<file path="src/rtl/uart_msg_sched_if.sv">
// Byte-table fetch port and UART TX valid/ready port of uart_msg_sched.
// The scheduler is the master; the table + transmitter pair is the slave.
interface uart_msg_sched_if #(
    parameter int IDX_W = 4
);
    logic [IDX_W-1:0] byte_idx;
    logic [7:0]       byte_data;
    logic [7:0]       tx_data;
    logic             tx_valid;
    logic             tx_ready;

    modport master (
        output byte_idx, tx_data, tx_valid,
        input  byte_data, tx_ready
    );

    modport slave (
        input  byte_idx, tx_data, tx_valid,
        output byte_data, tx_ready
    );
endinterface

</file>
<file path="src/rtl/uart_msg_sched.sv">
// uart_msg_sched: walks a fixed-length registered byte table into a valid/ready UART TX port.
// Optional CR/LF trailer after the last table byte when UART_SCHED_CRLF_EN is defined.
//
// state  | meaning
// IDLE   | waiting for start, byte_idx held at 0
// FETCH  | byte_idx stable, table registers the byte
// LOAD   | capture table byte (or CR/LF) into tx_data, raise tx_valid
// SEND   | hold tx_valid until the transmitter accepts
// GAP    | idle spacing after a byte, ends with the next-byte decision
// FINISH | one-cycle done pulse, back to IDLE
module uart_msg_sched #(
    parameter int MSG_LEN    = 15,
    parameter int IDX_W      = 4,
    parameter int GAP_CYCLES = 0
) (
    input  logic             clk_i,
    input  logic             rst_ni,
    input  logic             start_i,
    input  logic             abort_i,
    output logic             busy_o,
    output logic             done_o,
    uart_msg_sched_if.master bus
);

    typedef enum logic [2:0] {
        S_IDLE   = 3'd0,
        S_FETCH  = 3'd1,
        S_LOAD   = 3'd2,
        S_SEND   = 3'd3,
        S_GAP    = 3'd4,
        S_FINISH = 3'd5
    } state_t;

    localparam logic [IDX_W-1:0] LAST_IDX = IDX_W'(MSG_LEN - 1);
    localparam int               GAP_W    = (GAP_CYCLES > 1) ? $clog2(GAP_CYCLES) : 1;
    // GAP always lasts at least one cycle: it is where the next-byte decision is taken.
    localparam logic [GAP_W-1:0] GAP_LOAD = (GAP_CYCLES > 1) ? GAP_W'(GAP_CYCLES - 1) : '0;

    state_t           state_q, state_d;
    logic [IDX_W-1:0] idx_q, idx_d;
    logic [7:0]       data_q, data_d;
    logic             valid_q, valid_d;
    logic [GAP_W-1:0] gap_q, gap_d;
`ifdef UART_SCHED_CRLF_EN
    logic [1:0]       tail_q, tail_d;   // 0: table bytes, 1: CR pending/sent, 2: LF
`endif

    always_ff @(posedge clk_i or negedge rst_ni) begin
        if (!rst_ni) begin
            state_q <= S_IDLE;
            idx_q   <= '0;
            data_q  <= 8'h00;
            valid_q <= 1'b0;
            gap_q   <= '0;
`ifdef UART_SCHED_CRLF_EN
            tail_q  <= 2'd0;
`endif
        end else begin
            state_q <= state_d;
            idx_q   <= idx_d;
            data_q  <= data_d;
            valid_q <= valid_d;
            gap_q   <= gap_d;
`ifdef UART_SCHED_CRLF_EN
            tail_q  <= tail_d;
`endif
        end
    end

    always_comb begin
        state_d = state_q;
        idx_d   = idx_q;
        data_d  = data_q;
        valid_d = valid_q;
        gap_d   = gap_q;
`ifdef UART_SCHED_CRLF_EN
        tail_d  = tail_q;
`endif
        if (abort_i) begin
            state_d = S_IDLE;
            idx_d   = '0;
            valid_d = 1'b0;
            gap_d   = '0;
`ifdef UART_SCHED_CRLF_EN
            tail_d  = 2'd0;
`endif
        end else begin
            case (state_q)
                S_IDLE: begin
                    idx_d   = '0;
                    valid_d = 1'b0;
                    if (start_i) state_d = S_FETCH;
                end
                S_FETCH: state_d = S_LOAD;
                S_LOAD: begin
`ifdef UART_SCHED_CRLF_EN
                    case (tail_q)
                        2'd1:    data_d = 8'h0D;
                        2'd2:    data_d = 8'h0A;
                        default: data_d = bus.byte_data;
                    endcase
`else
                    data_d  = bus.byte_data;
`endif
                    valid_d = 1'b1;
                    state_d = S_SEND;
                end
                S_SEND: begin
                    if (valid_q && bus.tx_ready) begin
                        valid_d = 1'b0;
                        gap_d   = GAP_LOAD;
                        state_d = S_GAP;
                    end
                end
                S_GAP: begin
                    if (gap_q != '0) begin
                        gap_d = gap_q - GAP_W'(1);
                    end else if (idx_q == LAST_IDX) begin
`ifdef UART_SCHED_CRLF_EN
                        if (tail_q != 2'd2) begin
                            tail_d  = tail_q + 2'd1;
                            state_d = S_LOAD;
                        end else begin
                            state_d = S_FINISH;
                        end
`else
                        state_d = S_FINISH;
`endif
                    end else begin
                        idx_d   = idx_q + IDX_W'(1);
                        state_d = S_FETCH;
                    end
                end
                S_FINISH: begin
                    idx_d   = '0;
`ifdef UART_SCHED_CRLF_EN
                    tail_d  = 2'd0;
`endif
                    state_d = S_IDLE;
                end
                default: state_d = S_IDLE;
            endcase
        end
    end

    assign bus.byte_idx = idx_q;
    assign bus.tx_data  = data_q;
    assign bus.tx_valid = valid_q;
    assign busy_o       = (state_q != S_IDLE);
    assign done_o       = (state_q == S_FINISH);

endmodule

</file>
<file path="src/flat_wrapper.sv">
// flat-port wrapper written by rule: the top's interface ports become plain ports
module uart_msg_sched_flat 
#(
    parameter int MSG_LEN    = 15,
    parameter int IDX_W      = 4,
    parameter int GAP_CYCLES = 0
)
  (clk_i, rst_ni, start_i, abort_i, busy_o, done_o, bus_byte_idx, bus_tx_data, bus_tx_valid, bus_byte_data, bus_tx_ready);
  uart_msg_sched_if #(.IDX_W(IDX_W)) bus_i ();
  input  logic clk_i;
  input  logic rst_ni;
  input  logic start_i;
  input  logic abort_i;
  output logic busy_o;
  output logic done_o;
  output wire logic [$bits(bus_i.byte_idx)-1:0] bus_byte_idx;
  output wire logic [$bits(bus_i.tx_data)-1:0] bus_tx_data;
  output wire logic [$bits(bus_i.tx_valid)-1:0] bus_tx_valid;
  input wire logic [$bits(bus_i.byte_data)-1:0] bus_byte_data;
  input wire logic [$bits(bus_i.tx_ready)-1:0] bus_tx_ready;
  assign bus_byte_idx = bus_i.byte_idx;
  assign bus_tx_data = bus_i.tx_data;
  assign bus_tx_valid = bus_i.tx_valid;
  assign bus_i.byte_data = bus_byte_data;
  assign bus_i.tx_ready = bus_tx_ready;
  uart_msg_sched #(.MSG_LEN(MSG_LEN), .IDX_W(IDX_W), .GAP_CYCLES(GAP_CYCLES)) u_core (.clk_i(clk_i), .rst_ni(rst_ni), .start_i(start_i), .abort_i(abort_i), .busy_o(busy_o), .done_o(done_o), .bus(bus_i));
endmodule
</file>
<file path="config.mk">
export PLATFORM = sky130hd
export DESIGN_NAME = uart_msg_sched_flat
export DESIGN_NICKNAME = d
export VERILOG_FILES = /design/src/rtl/uart_msg_sched_if.sv /design/src/rtl/uart_msg_sched.sv /design/src/flat_wrapper.sv
export SDC_FILE = /design/constraint.sdc
export NUM_CORES = 1
export LEC_CHECK = 0
export CORE_AREA = 2 2 48 50
export CTS_CLUSTER_DIAMETER = 30
export DETAILED_ROUTE_END_ITERATION = 10
export DIE_AREA = 0 0 50 52
export PLACE_DENSITY = 0.74
export SLEW_MARGIN = 20
export SYNTH_ARGS = -nofsm -noshare
export SYNTH_HDL_FRONTEND = slang
export SYNTH_SLANG_ARGS = --single-unit
</file>
<file path="constraint.sdc">
create_clock -name clk_i -period 2 [get_ports clk_i]
set_input_delay 0.2 -clock clk_i [delete_from_list [all_inputs] [get_ports clk_i]]
set_output_delay 0.2 -clock clk_i [all_outputs]
set_load 0.02 [all_outputs]
</file>
==> reports/qor.yml <==
timing:
  fmax_mhz: 533.6
  clock-skew-final_ns: 0.002344
  setup_viol: 0
  finalCriticalPeriod_ns: 1.874
  tightest_slew_ns: 0.4209
  slew-limit-headroom_pct: 71.85
  drv_slew: 0
  tns_ns: 0
  rsz0062_at_grt: "false"
  period_share_pct: 93.71
  hold_viol: 0
synthesis:
  synth_top_family_by_area: "simple AND/OR/NAND/NOR gates"
  synth_cells: 74
  synth.most_common_cell: "dfrtp_1"
  yosys.area_share.simple_pct: 19.51
  yosys-top-cells-count: "dfrtp_1, mux2_2, a21oi_1, nor3_1"
  yosys_register_bits: 16
  async_flop_share_pct: 100.0
  muxShareOfSynthArea_pct: 11.71
  synth_seq_area_share_pct: 46.24
  yosysTopAreaCell: "dfrtp_1"
  synthXorXnorAreaFrac_pct: 1.012
  syn-cell-area_um2: 865.8
  synth_compound_area_share_pct: 13.44
  synth_area_leaders: "dfrtp_1, mux2_2, nand2b_4"
  yosys_warnings: 0
  synthFlopType: "dfrtp_1"
  synth_adder_area_share_pct: 2.890
  ys_types: 33
  synth_edf_count: 0
  synth_nets: 89
  syn_area_per_cell_um2: 11.70
  netlist.area_leader.share_pct: 46.24
critical_path:
  path_cells: "or3_1 -> clkdlybuf4s50_1"
  cp.arrival_ns: 1.67
  max_stage_delay_ns: 0.54
  path_buf_inv: 1
  criticalPathCategory: "reg2out"
  critPathTopFamily: "buffers and inverters"
  cpMaxStageDelayCell: "clkdlybuf4s50_1"
  cp-end-kind: "output port"
  cp-start-kind: "register"
  cp.required_ns: 1.80
  crit_path_max_fanout: 8
floorplan:
  io_pins: 28
  rows: 17
  core_um2: 2106
  start_util_pct: 41.12
  die_area_um2: 2600
  die_h_um: 52
  die_w_um: 50
outcome:
  outcome: "finished clean"
global_route:
  grtUsageTotal_pct: 15.37
  grt_antenna_before_repair: 0
  grt-ovfl-total: 0
  grt_pass1_vias: 656
  grt_pass1_wl_mm: 2.953
  grt_max_degree: 17
cells_and_area:
  nets: 120
  areaGrowthSynthToFinish_pct: 38.01
  multi_input_area_um2: 420.4
  final_cells: 132
  antennaDiodeCount: 0
  final_layout_size_suffix_gt1_share_pct: 22.12
  register_area_um2: 402.9
  nFillCells: 191
run:
  cap_violations: 0
power:
  p_per_area_nw_per_um2: 1104
  leakage_nw: 0.5001
  ir_drop_mv: 0.6254
clock_network:
  clk_pin_slew_ns: 0.10
  clkSinkCount: 16
  clkLatencyLatePin_ns: 0.28
  root_buffer: "clkbuf_4"
  cts_max_level: 1
  clock_path_buffers: 2
  numCtsBuffers: 3
  cts_tree: "done"
place:
  dpl.hpwl_mm: 1.344
  finalWeightedCongestion: 0.7230
  dp.cells: 128
  io_buffer_count: 27
routing:
  drt_first_pass_iters: 2
  drt-total-wl_mm: 1.741
  postRouteAntennaNets: 0
  vias_per_cell: 5.114
  route.detailed.drc: 0
  avgRoutedWirePerCell_um: 13.19
  drtIter0Drc: 5
  vias: 675
worst_hold_path:
  min_path_type: "in2async"
==> worst paths after layout <==
| path | cells past startpoint | end | startpoint | slack (ns) |
|---|---|---|---|---|
| setup reg to reg | 6 | u_core.bus.byte_idx[2] | u_core.bus.byte_idx[0] | 0.31 |
| hold reg to reg | 1 | u_core.bus.tx_data[2] | u_core.bus.tx_data[2] | 0.52 |
| setup / recovery | 2 | busy_o | u_core.state_q[1] | 0.13 |
| hold / removal | 2 | u_core.bus.byte_idx[1] | rst_ni | 0.22 |
| max in group asynchronous | 2 | u_core.state_q[0] | rst_ni | 1.58 |
| min in group clk_i | 1 | u_core.bus.tx_data[2] | u_core.bus.tx_data[2] | 0.52 |
==> area by class of cell <==
class                   instances  share of cell area [%]
clock buffers                   4                   3.037
inverters                       2                  0.6283
multi-input cells              52                   35.18
flip-flops and latches         16                   33.72
well taps                      28                   2.932
repair buffers                 30                   24.50
==> timing repair <==
action	in CTS	in global routing
hold buffers	0	0
resized for setup	0	2
endpoints found under the setup margin	0	2
buffers inserted	0	0
==> worst reg2reg max path, cell delays in order (launching register included) <==
cell and delay [ns]:
dfrtp_1 0.42, inv_1 0.09, ha_1 0.24, and3_1 0.25, nand2b_1 0.10, a21oi_1 0.11, a221o_1 0.37
==> registers in the layout (all words and copies together) (netlist names) <==
signal,cells
u_core.bus.byte_idx,4
u_core.bus.tx_data,8
u_core.bus.tx_valid,1
u_core.state_q,3
==> cell usage in the layout (no fill, tap or decap), types with 3 or more instances in the layout <==
master	n
dfrtp_1	14
clkbuf_4	3
mux2_2	9
nor3_1	3
a21oi_1	5
clkdlybuf4s50_1	27
buf_4	3
==> per-layer routing <==
metal  vias up  global-route usage [%]  wire, um
li1        330                       -         -
met5         -                       0         0
met2        17                   27.19       901
met1       326                   17.98       763
met4         0                   8.333        27
met3         2                   2.011        48
==> cells by family after synthesis <==
group / count (synthesis)
DFF: 16
and+or+nand+nor: 24
buffers and inverters: 6
AOI/OAI and AO/OA: 16
muxes: 9
adders and majority gates: 2
xor gates and xnor gates: 1
==> metrics by stage <==
stage	instance area, um2	setup slack (ns)	hold slack, ns	total power (W)	utilization [%]
floorplan	865.8	0.3795	-0.09559	0.0008536	-
global placement	1156	0.3644	0.4900	0.001097	54.90
detailed placement	1156	0.3297	0.5015	0.001115	54.90
CTS	1192	0.03262	0.2281	0.001336	56.63
global route	1195	0.03135	0.2287	0.001409	56.74
finish	1195	0.1258	0.2215	0.001319	56.74
==> power by group <==
part	switching [W]	internal, W
Combinational	0.000271	0.000327
Sequential	0.0000816	0.000424
Clock	0.000104	0.000111
Total	0.000457	0.000862
(Power assumes the default switching activity.)
